### config.mk
export PLATFORM = sky130hd
export DESIGN_NAME = am_bip_inserter
export DESIGN_NICKNAME = d
export VERILOG_FILES = /design/src/rtl/am_bip_inserter_pkg.sv /design/src/rtl/bip_block_parity.sv /design/src/rtl/am_bip_inserter.sv
export SDC_FILE = /design/constraint.sdc
export NUM_CORES = 1
export LEC_CHECK = 0
export CORE_MARGIN = 2
export CORE_UTILIZATION = 47
export CTS_CLUSTER_DIAMETER = 200
export CTS_CLUSTER_SIZE = 40
export DETAILED_ROUTE_END_ITERATION = 8
export PLACE_DENSITY = 0.81
export SYNTH_ARGS = -nofsm -noshare
export SYNTH_HDL_FRONTEND = slang
export SYNTH_SLANG_ARGS = --single-unit
### constraint.sdc
create_clock -name i_clock -period 2.4 [get_ports i_clock]
set_input_delay 0.36 -clock i_clock [delete_from_list [all_inputs] [get_ports i_clock]]
set_output_delay 0.36 -clock i_clock [all_outputs]
set_load 0.01 [all_outputs]
### src/rtl/am_bip_inserter_pkg.sv
// -----------------------------------------------------------------------------
// am_bip_inserter_pkg
// Shared PCS constants for the alignment-marker BIP path. The transmit-side
// inserter and the receive-side AM error counter both import this package so
// that both sides agree on the field positions and on the parity lane mapping.
//   - 66b block geometry (sync header width, block width)
//   - BIP3 / BIP7 field offsets inside an AM block
//   - sync-bit-to-BIP-lane mapping
//   - default AM period and period-counter width
//   - WAIT_AM / RUN state encoding
// -----------------------------------------------------------------------------
package am_bip_inserter_pkg;

    localparam int PCS_NB_BLOCK   = 66;     // 66b block width
    localparam int PCS_NB_BIP     = 8;      // BIP lanes
    localparam int PCS_SYNC_W     = 2;      // sync header occupies bits 1:0
    localparam int PCS_BIP_STRIDE = 8;      // bits per lane pass (k = 0..7)

    // Field positions of the BIP bytes inside an AM block.
    localparam int PCS_BIP3_LSB   = 26;     // BIP3 -> bits 33:26
    localparam int PCS_BIP7_LSB   = 58;     // BIP7 -> bits 65:58

    // Sync header bits fold into these BIP lanes.
    localparam int PCS_SYNC0_BIP  = 3;      // sync bit 0 -> P[3]
    localparam int PCS_SYNC1_BIP  = 4;      // sync bit 1 -> P[4]

    // Blocks per AM period (including the AM itself) and counter width.
    localparam int PCS_AM_PERIOD  = 16384;
    localparam int PCS_NB_COUNTER = 14;

    // BIP values carried by the very first AM after reset, when no period
    // has been accumulated yet.
    localparam logic [PCS_NB_BIP-1:0] PCS_FIRST_BIP3 = 8'h00;
    localparam logic [PCS_NB_BIP-1:0] PCS_FIRST_BIP7 = 8'hFF;

    typedef enum logic {
        WAIT_AM = 1'b0,
        RUN     = 1'b1
    } am_state_e;

endpackage

### src/rtl/bip_block_parity.sv
// -----------------------------------------------------------------------------
// bip_block_parity
// Purely combinational 8-lane parity of one 66b block. Shared by the transmit
// inserter and the receive-side checker.
//   Lane j is the XOR of payload bits 2+j+8k (k = 0..7); lanes 3 and 4 also
//   absorb sync bits 0 and 1 respectively.
// Ports
//   i_block   in  66  block, bits 1:0 are the sync header
//   o_parity  out 8   per-lane parity P[7:0]
// -----------------------------------------------------------------------------
module bip_block_parity
    import am_bip_inserter_pkg::*;
(
    input  logic [PCS_NB_BLOCK-1:0] i_block,
    output logic [PCS_NB_BIP-1:0]   o_parity
);

    localparam int N_PASSES = (PCS_NB_BLOCK - PCS_SYNC_W) / PCS_BIP_STRIDE;

    always_comb begin
        o_parity = '0;
        for (int j = 0; j < PCS_NB_BIP; j++) begin
            for (int k = 0; k < N_PASSES; k++) begin
                o_parity[j] = o_parity[j] ^ i_block[PCS_SYNC_W + j + PCS_BIP_STRIDE * k];
            end
        end
        o_parity[PCS_SYNC0_BIP] = o_parity[PCS_SYNC0_BIP] ^ i_block[0];
        o_parity[PCS_SYNC1_BIP] = o_parity[PCS_SYNC1_BIP] ^ i_block[1];
    end

endmodule

### src/rtl/am_bip_inserter.sv
// -----------------------------------------------------------------------------
// am_bip_inserter
// Fills the BIP3/BIP7 reserved fields of alignment-marker blocks with the
// running bit-interleaved parity of the previous AM period, and flags AMs that
// arrive off-period. One cycle of latency, no backpressure.
//
// Handshake: i_enable qualifies i_data/i_am_insert for the current cycle and
// there is no ready; every enabled block is accepted. o_valid is i_enable
// delayed one cycle and qualifies o_data/o_period_error. While o_valid is low
// o_data holds its last value and o_period_error is 0.
//
// Ports
//   i_clock         in  1        block clock, rising edge
//   i_reset         in  1        asynchronous, active-low reset
//   i_enable        in  1        block valid this cycle
//   i_am_insert     in  1        current block is an AM slot
//   i_data          in  NB_DATA  input block, bits 1:0 = sync header
//   o_data          out NB_DATA  output block, BIP fields filled on AMs
//   o_valid         out 1        o_data valid
//   o_locked        out 1        FSM is in RUN (doubles as the state debug view)
//   o_period_error  out 1        one-cycle pulse for an off-period AM
// -----------------------------------------------------------------------------
module am_bip_inserter
    import am_bip_inserter_pkg::*;
#(
    parameter int NB_DATA    = PCS_NB_BLOCK,
    parameter int NB_BIP     = PCS_NB_BIP,
    parameter int AM_PERIOD  = PCS_AM_PERIOD,
    parameter int NB_COUNTER = PCS_NB_COUNTER
)(
    input  logic               i_clock,
    input  logic               i_reset,
    input  logic               i_enable,
    input  logic               i_am_insert,
    input  logic [NB_DATA-1:0] i_data,
    output logic [NB_DATA-1:0] o_data,
    output logic               o_valid,
    output logic               o_locked,
    output logic               o_period_error
);

    // Counter value an AM must see: it has been cleared by the previous AM and
    // counted AM_PERIOD-1 data blocks since.
    localparam logic [NB_COUNTER-1:0] PERIOD_LAST = NB_COUNTER'(AM_PERIOD - 1);

    am_state_e            state_q, state_d;
    logic [NB_BIP-1:0]    acc_q, acc_d;
    logic [NB_COUNTER-1:0] cnt_q, cnt_d;
    logic [NB_DATA-1:0]   data_d;
    logic                 period_error_d;

    logic [NB_BIP-1:0]    bip3_field;
    logic [NB_BIP-1:0]    bip7_field;
    logic [NB_DATA-1:0]   am_block;
    logic [NB_BIP-1:0]    in_parity;
    logic [NB_BIP-1:0]    am_parity;

    // Parity of the incoming data block feeds the running accumulator.
    bip_block_parity u_in_parity (
        .i_block  (i_data),
        .o_parity (in_parity)
    );

    // Parity of the AM as it leaves (with its BIP fields already inserted)
    // seeds the next period, so the AM is counted in the period it opens.
    bip_block_parity u_am_parity (
        .i_block  (am_block),
        .o_parity (am_parity)
    );

    // Build the outgoing AM: before lock the fields are the fixed first-AM
    // values, afterwards they are the accumulator and its complement.
    always_comb begin
        bip3_field = (state_q == RUN) ? acc_q  : PCS_FIRST_BIP3;
        bip7_field = (state_q == RUN) ? ~acc_q : PCS_FIRST_BIP7;
        am_block   = i_data;
        am_block[PCS_BIP3_LSB +: NB_BIP] = bip3_field;
        am_block[PCS_BIP7_LSB +: NB_BIP] = bip7_field;
    end

    // ---------------- FSM: state register ----------------
    always_ff @(posedge i_clock or negedge i_reset) begin
        if (!i_reset) begin
            state_q <= WAIT_AM;
        end else begin
            state_q <= state_d;
        end
    end

    // ---------------- FSM: next state ----------------
    always_comb begin
        state_d = state_q;
        if (i_enable && i_am_insert) begin
            state_d = RUN;
        end
    end

    // ---------------- FSM: outputs / datapath next values ----------------
    always_comb begin
        data_d         = o_data;
        acc_d          = acc_q;
        cnt_d          = cnt_q;
        period_error_d = 1'b0;
        if (i_enable) begin
            if (i_am_insert) begin
                data_d         = am_block;
                acc_d          = am_parity;
                cnt_d          = '0;
                period_error_d = (state_q == RUN) && (cnt_q != PERIOD_LAST);
            end else begin
                data_d = i_data;
                // Accumulator stays at 0 until the first AM has been seen.
                if (state_q == RUN) begin
                    acc_d = acc_q ^ in_parity;
                end
                // Saturate so a long AM outage is never mistaken for on-period.
                if (cnt_q != '1) begin
                    cnt_d = cnt_q + NB_COUNTER'(1);
                end
            end
        end
    end

    // ---------------- datapath and output register ----------------
    always_ff @(posedge i_clock or negedge i_reset) begin
        if (!i_reset) begin
            o_data         <= '0;
            o_valid        <= 1'b0;
            o_period_error <= 1'b0;
            acc_q          <= '0;
            cnt_q          <= '0;
        end else begin
            o_data         <= data_d;
            o_valid        <= i_enable;
            o_period_error <= period_error_d;
            acc_q          <= acc_d;
            cnt_q          <= cnt_d;
        end
    end

    assign o_locked = (state_q == RUN);

endmodule

* Word level (Yosys, flattened, before mapping)
Index checks and enable logic that the tools add are counted.
W data, S select, Z words.
** Storage, ports and cells
- Input bits :: 70
- Logic and storage cells :: 125
- Flip-flop bits (word level) :: 91
** Cells by class
- $add $sub $neg :: 1
- Reduce and logical (&&, ||, !) cells :: 6
- Muxes and demuxes :: 9
- Bitwise logic cells :: 102
- Eq/ne operators :: 1
** Operators by type and width (count)
- $xor A1 B1 Y1 :: 100
- $mux W66 :: 1
- $mux W8 :: 4
- $mux W14 :: 2
- $add A14 B1 Y14 const B :: 1
- $ne A14 B14 Y1 const B :: 1
- $not A8 Y8 :: 1
- $xor A8 B8 Y8 :: 1
- $reduce_and A2 Y1 :: 2
- $reduce_bool A2 Y1 :: 2
- $logic_and A1 B1 Y1 :: 2
- $mux W1 :: 2

* Longest topological paths before layout
- Depth in word-level cells :: 11
- Gate-level depth with buffers :: 6
- Depth with buffers taken out :: 5

* By module
A second synthesis with hierarchy kept.
** Unflattened totals
- Cell total of the unflattened synthesis :: 471
- Area total of the unflattened synthesis :: 5108.6 µm²
** Modules (own cells, without submodules)
- am_bip_inserter :: times used 1, area an instance 4042.6 µm², cells each 359, seq. area each 2277.2 µm²
- bip_block_parity :: times used 2, area an instance 533.0 µm², cells each 56, seq. area each 0.0 µm²

* Worst setup path after synthesis
Ideal clock, no wire load.
- Kind :: register to register
- Start :: register cnt_q[0]
- End :: register cnt_q[2]
- Stages on the path, launching flop included :: 6
- Data arrival time :: 1.648 ns
- Data required time :: 2.313 ns
- Setup time :: 0.087 ns
- Buffers on the path :: 0
- Period minus slack after synthesis :: 1.735 ns
- Path slack :: 0.665 ns
- Cells stage by stage :: dfrtp_1 > ha_1 > nand3_1 > or4_4 > a211o_1 > o211ai_1
** Between the ends
- Longest elaborated chain between the ends :: 3
- Elaborated cells on any way between the ends :: 6
- Classes of those cells :: add/sub (1); eq/ne (1); mux (2); reduce/logical (2)
** Ends and longest elaborated chain
- start: declaration :: RTL line am_bip_inserter.sv:48 : logic [NB_COUNTER-1:0] cnt_q, cnt_d;
- start signal: assignment :: RTL line am_bip_inserter.sv:137 : cnt_q <= cnt_d;
- $add A14 B1 Y14 / $ne A14 B14 Y1 (equally long branches) :: RTL line am_bip_inserter.sv:118, am_bip_inserter.sv:117
- $mux W14 / $reduce_bool A2 Y1 (equally long branches)
- $mux W14 / $reduce_and A2 Y1 (equally long branches)
Several ways; a longest one is shown, not always the timed one. The select of a mux whose other input is x is not followed.
A chain may end at the register's enable or synchronous reset.

* Final worst setup path
Same ends and word-level chain as after synthesis.

==> results.txt <==
The flow ran to the end, and the final reports show no timing, DRC or antenna violations. The final-stage net count is 606. The post-DP HPWL came out at 8.53 mm. The number of rows in the core area came out at 35. The number of endpoints with negative hold slack in the final report came out at 0. The final routed wire length divided by cell count came out at 17.2 um. The routed length on met2 came out at 5.20 mm. The diode insertion count for antenna repair came out at 0. The final sum of negative setup slack came out at 0 ps. Setup repair after global routing left no endpoint under its margin.

The mux share of post-synthesis cell area is 12.4%. After routing the design area is 0.00628 mm2. The most repeated cell in the gate-level netlist after synthesis is dfrtp_1. The worst-case clock buffer depth is 2.

Post-CTS repair changed the size of 0 cells. The number of buffers and inverters on the critical path came out at 0. The setup skew after layout came out at 8.46 ps. The number of global-route vias before repair is 3671. Dividing the detail-routed via count by the number of cells gives 5.45. The root buffer cell chosen for the clock tree is clkbuf_8. The total CTS buffers is 9. The smallest clock period supported by the final layout is computed as 1960 ps. STA puts the critical path data required time at 2670 ps.

Measured along the x axis, the die boundary spans 102 um. The total wirelength of the detailed-routed design is 11.5 mm. The largest individual stage delay along the critical path comes from the cell or4_4. For the pin with the worst max-slew slack, the measured transition is 660 ps. Routed signal wires occupy layers up through met4. The starting density of the core came out at 48.8%. Setup violations remaining at the end of the flow were counted as 0.

The ratio of total power to cell area came out at 668 mW/mm2. In the synthesized netlist, the cells that appear most often are 91 x dfrtp_1, 50 x mux2_2, 22 x nand2_1, 22 x nor3_1, 22 x xnor2_1. The footprint of the multi-input gates came out at 0.00211 mm2. The worst-skew pair later-pin latency came out at 360 ps. The synthesized area per cell is 11.5 um2. The maximum fanout count along the critical path is 6. The count of placed standard cells including taps came out at 652. The number of enable-type register cells in the synthesized netlist is 0. After Yosys synthesis, and, or, nand and nor cells account for 10.6% of the synthesized area. The number of synthesized register bits is 91. The setup check on the worst reg-to-reg path leaves a slack of 440 ps.

The compound-gate portion of the synthesized area is 12.4%. For this block, wires on met1 add up to 5.17 mm. The fraction of final layout cells sized beyond drive strength 1 came out at 14.6%.

The cell depth of the worst flop-to-flop path is 5. The cell area after placement is 0.00606 mm2. The number of top-level pins came out at 139. The global-route wire length before repair came out at 18.5 mm. The max-capacitance violation count is 0.

The total of fill cells in the finished design came out at 711. Timing analysis after detailed placement gives a worst setup slack of 278 ps. The combined flip-flop and latch cell area is 0.00228 mm2.

The overall fraction of global-route tracks in use came out at 22.8%. The area growth from synthesis to final layout came out at 38.6%. The number of max-slew violations in the final report is 0.

The met3 wirelength from detailed routing came out at 938 um. The kind of cell adding the most delay to the critical path is simple AND/OR/NAND/NOR gates. STA classifies the critical path endpoint as a flip-flop. Of all flip-flops after synthesis, the portion carrying an async set or reset was 100%.

The number of detailed-routing iterations run before antenna repair came out at 5. The cell area that synthesis handed to floorplanning was 0.00453 mm2. The endpoint of the lowest-slack register-to-register path is cnt_q[2]$_DFFE_PN0P_. The highest attainable clock frequency is 510 MHz. Summing the areas of all xor and xnor instances in the mapped netlist gives 10.8% of the synthesized area.

The pin count of the biggest net entering global routing is 60. The instance count of the mapped netlist came out at 395. The number of buffers inserted to repair setup after CTS is 0.

Traced cell by cell, the critical path runs through ha_1 > nand3_1 > or4_4 > a211o_1 > o211ai_1. The worst slew margin relative to its limit came out at 56.0%. After synthesis, the cell types taking the most area are dfrtp_1 50%, mux2_2 12%, xnor3_1 5.0%, xnor2_1 4.2%, nor3_1 2.4%.

STA classifies the critical path startpoint as a flip-flop. For this run, the register share of the synthesized area comes to 50.2%. After synthesis, the largest family of logic cells by area is compound AO/OA/AOI/OAI gates. The vertical extent of the die is 102 um. The critical path is of the reg2reg type.

The DRC violation count after routing is 0. The number of standard cells in the layout, taps in and fillers out came out at 669. For the worst setup path, the data arrival time is 2230 ps. The prevailing post-synth register cell is dfrtp_1.

The via count is 3643. The overall overflow remaining after global route came out at 0. In this design, the stage delay of the slowest critical-path cell is 610 ps. The clock-pin slew of the registers on the worst-case setup and hold paths came out at 90 ps. The initial antenna violation count came to 0. The yosys synthesis warning count came out at 0.

The post-synthesis net count is 466. The number of nets with antenna violations after detailed routing is 0. The area fraction of the dominant cell type after synthesis came out at 50.2%. The number of distinct standard cells referenced by the synthesized netlist is 45. Dividing the final minimum period by the clock period gives 81.6%. The placeable core region came out at 0.00928 mm2. The total number of clock tree sinks is 91. The first routing iteration left 216 violations.

The worst min-delay path class is in2async. The worst-case setup margin in the final layout is 441 ps. In this run the critical register-to-register path is launched from cnt_q[0]$_DFFE_PN0P_. The leakage power of the design is 2.70 nW. The largest area contributor in the synthesized netlist is dfrtp_1. The number of levels in the clock H-tree is 3. The final hold slack came out at 477 ps. TritonCTS built the clock tree. The die outline area came out at 0.0104 mm2. Summing the areas of all fa, ha and maj instances in the mapped netlist gives 0.276% of the synthesized area. IR analysis of the VDD net gives a maximum drop of 338 uV. The congestion estimate from routability-driven global placement came to 0.842.

In this run the tool buffered the top-level ports with 138 buffer cells.
==> cells in the final DEF (no fill, tap or decap), drive strengths merged, types with 4 or more instances in the layout <==
cell / n
inv: 20
dfrtp: 91
o21ai: 20
buf: 10
o211a: 8
and4: 4
o211ai: 9
a211oi: 8
a21oi: 14
clkbuf: 10
nand2: 23
xnor2: 22
and2: 10
clkdlybuf4s50: 136
nor2: 14
xnor3: 10
a31oi: 12
nand3: 5
xor2: 8
nor3: 22
mux2: 50
nand4: 4
==> final cells by class <==
cell class | instances | share of cell area, %
sequential | 91 | 36.2
timing repair buffer | 147 | 23.2
clock inverter | 6 | 1.15
clock buffer | 10 | 2.19
multi-input combinational | 267 | 33.5
inverter | 19 | 1.13
tap | 129 | 2.57
==> power by group <==
part           internal (W)  switching (W)  total (W)
logic              0.000671       0.000531    0.00120
registers           0.00175       0.000160    0.00191
clock network      0.000519       0.000569    0.00109
==> logic make-up after synthesis <==
| group | count (synthesis) |
|---|---|
| and+or+nand+nor | 92 |
| muxes | 50 |
| buffers and inverters | 37 |
| AOI/OAI and AO/OA | 84 |
| adders and majority gates | 1 |
| DFF | 91 |
| xor gates and xnor gates | 40 |
==> worst register-to-register path, stage by stage, from the launching register on <==
cell	delay, ps
dfrtp_1	400
ha_1	280
nand3_1	180
or4_4	610
a211o_1	320
o211ai_1	90
==> state kept, by name (all words and copies together), names as in the netlist <==
signal / cells
acc_q: 8
o_data: 66
o_period_error: 1
cnt_q: 14
o_locked: 1
o_valid: 1
==> repair_timing <==
| action | 4_1_cts | 5_1_grt |
|---|---|---|
| endpoints found under the setup margin | 0 | 0 |
| endpoints found under the hold margin | 32 | 0 |
| hold buffers | 1 | 0 |
==> layer usage <==
metal  vias up  track usage, %
met5         -               0
met4         0            8.00
met3        15            4.79
met2       161            35.2
met1      1750            32.2
li1       1717               -
==> worst max-delay path by stage <==
stage	startpoint	to	slack, ps	depth (start not counted)
CTS	cnt_q[0]$_DFFE_PN0P_	cnt_q[2]$_DFFE_PN0P_	450	5
global placement	i_am_insert	cnt_q[7]$_DFFE_PN0P_	390	6
detailed placement	i_am_insert	cnt_q[5]$_DFFE_PN0P_	280	6
floorplan	cnt_q[0]$_DFFE_PN0P_	cnt_q[2]$_DFFE_PN0P_	670	5
finish	cnt_q[0]$_DFFE_PN0P_	cnt_q[2]$_DFFE_PN0P_	440	5
global route	cnt_q[0]$_DFFE_PN0P_	cnt_q[2]$_DFFE_PN0P_	330	5
==> stage by stage <==
| stage | util [%] | power, W |
|---|---|---|
| after detailed placement | 65.3 | 0.00314 |
| final | 67.7 | 0.00420 |
| after CTS | 67.7 | 0.00423 |
| after global placement | 65.3 | 0.00308 |
| after global routing | 67.7 | 0.00444 |
| after floorplan | - | 0.00251 |
(Power assumes the default switching activity.)
